**config.mk**
```make
export PLATFORM = sky130hd
export DESIGN_NAME = regfile_2r1w
export DESIGN_NICKNAME = d
export VERILOG_FILES = /design/src/rtl/regfile_pkg.sv /design/src/rtl/regfile_init_fsm.sv /design/src/rtl/regfile_2r1w.sv
export SDC_FILE = /design/constraint.sdc
export NUM_CORES = 1
export LEC_CHECK = 0
export CORE_MARGIN = 2
export CORE_UTILIZATION = 35
export DETAILED_ROUTE_END_ITERATION = 7
export SLEW_MARGIN = 10
export SYNTH_ARGS = -nofsm -noshare
export SYNTH_HDL_FRONTEND = slang
export SYNTH_SLANG_ARGS = --single-unit
export TNS_END_PERCENT = 20
```
**constraint.sdc**
```tcl
create_clock -name clk -period 7.2 [get_ports clk]
set_input_delay 2.16 -clock clk [delete_from_list [all_inputs] [get_ports clk]]
set_output_delay 2.16 -clock clk [all_outputs]
set_load 0.005 [all_outputs]
```
**src/rtl/regfile_pkg.sv**
```systemverilog
// regfile_pkg: shared FSM state type and address-width helper for the regfile_2r1w block.
package regfile_pkg;
  typedef enum logic {IDLE, SWEEP} state_t;
  function automatic int clog2_min1(input int n);
    return (n <= 2) ? 1 : $clog2(n);
  endfunction
endpackage

```
**src/rtl/regfile_init_fsm.sv**
```systemverilog
// regfile_init_fsm: init sweep controller; steps a pointer over every entry, one per clock.
module regfile_init_fsm
  import regfile_pkg::*;
#(
  parameter int DEPTH = 8,
  localparam int AW = clog2_min1(DEPTH)
) (
  input  logic          clk,
  input  logic          clr,
  input  logic          i_init_req,
  output logic          o_busy,
  output logic          o_sweep_we,
  output logic [AW-1:0] o_sweep_addr,
  output logic          o_wr_block
);
  state_t        r_state;
  logic [AW-1:0] r_ptr;
  logic          r_busy;
  logic          w_last;
  assign w_last = (r_ptr == AW'(DEPTH - 1));
  always_ff @(posedge clk or posedge clr) begin
    if (clr) begin
      r_state <= IDLE;
      r_ptr   <= '0;
      r_busy  <= 1'b0;
    end else if (r_state == IDLE) begin
      if (i_init_req) begin
        r_state <= SWEEP;
        r_ptr   <= '0;
        r_busy  <= 1'b1;
      end
    end else begin
      r_ptr   <= w_last ? '0 : r_ptr + 1'b1;
      r_state <= w_last ? IDLE : SWEEP;
      r_busy  <= !w_last;
    end
  end
  assign o_busy       = r_busy;
  assign o_sweep_we   = r_busy;
  assign o_sweep_addr = r_ptr;
  // a request in IDLE already wins over a same-cycle external write
  assign o_wr_block   = r_busy | i_init_req;
endmodule

```
**src/rtl/regfile_2r1w.sv**
```systemverilog
// regfile_2r1w: 2-read/1-write register file with async clear and init sweep.
// Define REGFILE_BYPASS_EN for write-through forwarding to the read ports.
module regfile_2r1w
  import regfile_pkg::*;
#(
  parameter int WIDTH = 8,
  parameter int DEPTH = 8,
  parameter logic [WIDTH-1:0] INIT_VAL = '0,
  parameter bit R0_ZERO = 1'b0,
  localparam int AW = clog2_min1(DEPTH)
) (
  input  logic             clk,
  input  logic             clr,
  input  logic             en,
  input  logic [AW-1:0]    wsel,
  input  logic [WIDTH-1:0] d,
  input  logic [AW-1:0]    rsel_a,
  input  logic [AW-1:0]    rsel_b,
  output logic [WIDTH-1:0] qa,
  output logic [WIDTH-1:0] qb,
  input  logic             init_req,
  output logic             busy
);
  logic [WIDTH-1:0] r_mem [DEPTH];
  logic             w_sweep_we;
  logic [AW-1:0]    w_sweep_addr;
  logic             w_wr_block;
  logic             w_ext_we;
  logic             w_fwd;
  regfile_init_fsm #(.DEPTH(DEPTH)) u_fsm (
    .clk          (clk),
    .clr          (clr),
    .i_init_req   (init_req),
    .o_busy       (busy),
    .o_sweep_we   (w_sweep_we),
    .o_sweep_addr (w_sweep_addr),
    .o_wr_block   (w_wr_block)
  );
  assign w_ext_we = en && !w_wr_block && !(R0_ZERO && wsel == '0);
  always_ff @(posedge clk or posedge clr) begin
    if (clr) begin
      for (int i = 0; i < DEPTH; i++) r_mem[i] <= '0;
    end else if (w_sweep_we) begin
      r_mem[w_sweep_addr] <= INIT_VAL;
    end else if (w_ext_we) begin
      r_mem[wsel] <= d;
    end
  end
`ifdef REGFILE_BYPASS_EN
  assign w_fwd = en && !busy;
`else
  assign w_fwd = 1'b0;
`endif
  assign qa = (R0_ZERO && rsel_a == '0) ? '0 : (w_fwd && rsel_a == wsel) ? d : r_mem[rsel_a];
  assign qb = (R0_ZERO && rsel_b == '0) ? '0 : (w_fwd && rsel_b == wsel) ? d : r_mem[rsel_b];
endmodule

```
### Yosys cells after proc, flatten, opt, wreduce, memory -nomap -nowiden

Index checks and enable logic that the tools add are counted.

| word-level totals | value |
|---|---|
| register bits after elaboration | 69 |
| output and inout bits | 17 |

| operators by class | value |
|---|---|
| add/subtract/negate cells | 1 |
| order comparisons | 6 |
| equal/unequal tests | 1 |
| multiplexer cells | 21 |
| bitwise operators | 7 |
| reduce and logical (&&, ||, !) cells | 7 |

Operator list:

| kind | count |
|---|---|
| $mux 64 | 2 |
| $and 64x64->64 | 1 |
| $bwmux 64 | 1 |
| $not 64->64 | 1 |
| $bmux 8 s3 | 2 |
| $demux 8 s3 | 2 |
| $mux 8 | 6 |
| $ge 4x4->1 const B | 4 |
| $not 3->4 | 4 |
| $mux 3 | 3 |
| $lt 4x1->1 const B | 2 |
| $mux 1 | 5 |
| $reduce_bool 2->1 | 2 |
| $add 3x1->3 const B | 1 |
| $eq 3x3->1 const B | 1 |
| $logic_and 1x1->1 | 3 |
| $logic_not 1->1 | 2 |
| $or 1x1->1 | 1 |

### Longest topological paths before layout

| depth | value |
|---|---|
| depth in word-level cells | 8 |
| gate-level depth with buffers | 5 |
| gate-level depth less buffers | 4 |

### Cells and area by module

From an unflattened synthesis, not the netlist that was laid out.

| unflattened totals | value |
|---|---|
| cells, all modules | 314 |
| area total of the unflattened synthesis | 4,108.9 µm² |

Modules (own cells, without submodules):

| module | instances | cells each | area an instance (µm²) |
|---|---|---|---|
| regfile_2r1w | 1 | 291 | 3,849.9 |
| regfile_init_fsm | 1 | 23 | 259.0 |

### Least setup slack after synthesis

OpenSTA, ideal clock, no wires.

| path | value |
|---|---|
| path kind | input to output |
| start | in rsel_a[0] |
| end | out qa[3] |
| arrival time | 3,229 ps |
| data required time | 5,040 ps |
| path slack | 1,811 ps |
| cell stages on the path | 3 |
| buffers on the path | 1 |
| path through | clkbuf_1 -> mux4_1 -> mux2_2 |

| on the way | value |
|---|---|
| longest elaborated chain between the ends | 4 |

Ends and longest elaborated chain:

| item | RTL line | RTL |
|---|---|---|
| start: declaration | regfile_2r1w.sv:17 | `input logic [AW-1:0] rsel_a,` |
| $not 3->4 (not written as such) | regfile_2r1w.sv:54 | `assign qa = (R0_ZERO && rsel_a == '0) ? '0 : (w_fwd && rsel_a == wsel) ? d : r_mem[rsel_a];` |
| $bmux 8 s3 | regfile_2r1w.sv:54 |  |
| $mux 8 (not written as such) (2 in a row) | regfile_2r1w.sv:54 |  |
| end: declaration | regfile_2r1w.sv:19 | `output logic [WIDTH-1:0] qa,` |

Every way passes these cells. The select of a mux whose other input is x is not followed.

### Worst setup path in the final report

| path | value |
|---|---|
| start | in rsel_b[0] |
| end | out qb[3] |

| on the way | value |
|---|---|
| longest elaborated chain between the ends | 4 |

Ends and longest elaborated chain:

| item | RTL line | RTL |
|---|---|---|
| start: declaration | regfile_2r1w.sv:18 | `input logic [AW-1:0] rsel_b,` |
| $not 3->4 (not written as such) | regfile_2r1w.sv:55 | `assign qb = (R0_ZERO && rsel_b == '0) ? '0 : (w_fwd && rsel_b == wsel) ? d : r_mem[rsel_b];` |
| $bmux 8 s3 | regfile_2r1w.sv:55 |  |
| $mux 8 (not written as such) (2 in a row) | regfile_2r1w.sv:55 |  |
| end: declaration | regfile_2r1w.sv:20 | `output logic [WIDTH-1:0] qb,` |

Every way passes these cells. The select of a mux whose other input is x is not followed.

==> key figures <==
Run status
  • Status: complete, no violations

Route
  • Routed length per placed instance: 21.48 um
  • Vias: 2767
  • Antenna-violating nets left: 0
  • Initial DRC Count: 155
  • Detailed Route WL: 10610 um
  • Vias per cell: 5.601
  • Post-route DRC: 0
  • First drt pass iteration count: 5

Final layout
  • Layout cell share with drive strength beyond 1: 12.25%
  • Diode count: 0
  • Final net count: 369
  • Fill cells: 1073
  • Reg area: 1727 sq um
  • Layout area overhead: 20.11%
  • Multi-input gate area: 2163 sq um

Flow run
  • Total of max-cap violations: 0

Place
  • Hpwl dp: 6982 um
  • Number of port buffers: 37
  • Placer Congestion: 0.7971

Synthesis
  • Number of flops mapped to enable cells by yosys: 0
  • Count of cell types in the netlist: 28
  • Register area share after synthesis: 42.62%
  • Prevailing post-synth register cell: dfrtp_1
  • Syn Nets: 334
  • Mapped Area: 4051 sq um
  • Area contributors post-synth: dfrtp_1 (43%), mux4_1 (21%), mux2i_1 (16%), nand2_1 (6.6%), mux2_2 (4.4%)
  • Post-Syn Instances: 311
  • Dominant cell type by area after synthesis: dfrtp_1
  • Avg Cell Area, Syn: 13.03 sq um
  • Yosys top cell area share: 42.62%
  • Yosys warnings: 0
  • Ys async rst share: 100.0%
  • Seq cells post-synth: 69

Clock tree
  • Num CTS Buffers: 9
  • Setup bufs post-CTS: 0
  • H-tree depth: 3
  • Root buf cell: clkbuf_16
  • Max Buffers Root-to-Sink: 2
  • Clock Sinks: 69
  • Gates resized, CTS repair: 0
  • TritonCTS clock tree: built
  • Worst skew pair latency: 0.34 ns
  • Hold Buf Count CTS: 0
  • Clk slew on worst S/H paths: 0.05 ns

Critical path
  • Max incr delay on CP: 0.78 ns
  • Crit-path slowest cell: clkdlybuf4s50_1
  • Critical-path cell list: clkdlybuf4s50_1 -> mux4_1 -> mux2_2 -> clkdlybuf4s50_1
  • CP Data Arrival Time: 4.31 ns
  • Crit. Startpoint: rsel_b[0]
  • Crit path capture type: output pin
  • Critical path required time: 5.04 ns
  • Worst r2r src: u_fsm.o_busy
  • Most used cell, CP: clkdlybuf4s50_1
  • Maximum net fanout on the critical path: 8
  • Crit path kind: input port to output pin
  • Crit start category: input port

Timing
  • # setup viols final: 0
  • Final setup TNS: 0 ns
  • Final period util: 89.81%
  • Post-Route Skew: 0.005261 ns
  • Final hold viol count: 0
  • Max Fclk: 154.6 MHz
  • Final Critical Period: 6.466 ns
  • Final slew viol count: 0
  • Least-Margin Pin Slew: 0.8858 ns
  • RSZ-0062 raised after global routing: false
  • Hold_ws: 0.5374 ns
  • Worst slew margin: 40.95%

Worst hold path
  • Hold wc startpoint: r_mem[28]
  • HP Class: flip-flop to flip-flop

GRT
  • Largest net degree at the start of global routing: 70
  • GRT Residual Overflow: 0
  • GR Util met2: 27.68%
  • M3 GR Usage: 4.028%
  • Grt met1 use: 24.80%
  • Total track usage: 17.66%
  • Vias in the first global route: 2798
  • Antenna violations before repair: 0
  • GRT busiest layer: met2
  • First-pass GRT wire length: 16460 um

Die
  • Die width: 111.6 um
  • DIE AREA: 12450 sq um
  • FP Rows: 39
  • # IOs: 38
  • Initial Util: 35.63%
  • Chip height: 111.6 um
  • Core box area: 11370 sq um

Pwr
  • Tot Pwr: 1.498 mW
  • Pleak: 2.579 nW
  • VDD IR max: 0.1875 mV
  • Pwr dens: 307.8 nW/um^2
## cells in the final DEF (no fill, tap or decap)
master           instances
nand2_1                 71
dfrtp_1                 69
mux2i_1                 64
clkdlybuf4s50_1         37
mux4_1                  32
mux2_2                  16
clkbuf_16                9
inv_1                    8
buf_4                    7
nand4b_1                 3
nand4bb_1                3
nand2b_1                 3
o21ai_0                  3
bufinv_16                3
nor2b_1                  2
nor4bb_1                 2
nand2_2                  2
a21oi_1                  2
ha_1                     2
nor4b_1                  1
nor2_2                   1
or4b_1                   1
nor2_1                   1
nand4_1                  1
and4_1                   1
inv_2                    1
nand4_2                  1
nor3_1                   1
clkinvlp_4               1
clkinv_4                 1
clkbuf_1                 1
clkinv_2                 1
## flip-flops by register name, summed over array words and instances, names as in the netlist
name	cells
r_mem	64
u_fsm.o_busy	1
u_fsm.o_sweep_addr	3
u_fsm.r_state	1
## routing by layer
| layer | wire, um | vias up |
|---|---|---|
| met5 | 0 | - |
| met4 | 143 | 0 |
| met3 | 622 | 11 |
| met2 | 4944 | 102 |
| met1 | 4901 | 1422 |
| li1 | - | 1232 |
## worst max-delay path: cells and delay by family
kind,cells,cell delay (ns)
buffers and inverters,2,1.25
muxes,2,0.89
## power by group
part	switching, mW	internal [mW]
Sequential	0.0978	0.491
Combinational	0.196	0.207
Clock	0.168	0.338
Total	0.462	1.04
## final timing paths
check / endpoint / slack [ns] / depth (start not counted)
max: qb[3] / 0.73 / 4
min: r_mem[28] / 0.54 / 2
max reg2reg: r_mem[7] / 5.34 / 3
min reg2reg: r_mem[28] / 0.54 / 2
max in group asynchronous: r_mem[63] / 4.21 / 3
min in group asynchronous: r_mem[3] / 2.41 / 3
## cell families after synthesis
family          count (synthesis)  share of synthesized area (%)
simple gates                   94                          11.15
compound gates                  5                         0.6176
mux                           112                          41.01
buf+inv                        29                          3.984
flops                          69                          42.62
fa+ha+maj                       2                         0.6176
## final cells by class
type / instances / area share [%]
tap: 143 / 3.677
clock inverter: 6 / 2.289
inverter: 9 / 0.6943
sequential: 69 / 35.48
clock buffer: 10 / 4.706
multi-input combinational: 213 / 44.46
timing repair buffer: 44 / 8.691
## per-stage QoR
stage	instance area (sq um)	cells	util (%)	worst slack (ns)
after floorplan	4051	311	-	1.811
after global placement	4526	478	39.80	0.7512
after detailed placement	4526	478	39.80	0.7439
after CTS	4866	494	42.80	0.7435
after global routing	4866	494	42.80	0.6869
final	4866	494	42.80	0.7337
## synth_stat cells (3+ instances only)
cell type	n
nand2b_1	3
inv_1	9
dfrtp_1	69
nand2_1	71
mux2_2	16
mux2i_1	64
clkbuf_1	8
mux4_1	32
o21ai_0	3
buf_2	4
nand4bb_1	3
buf_1	4
nand4b_1	3
Note: power is estimated with default switching activity, not from simulation.
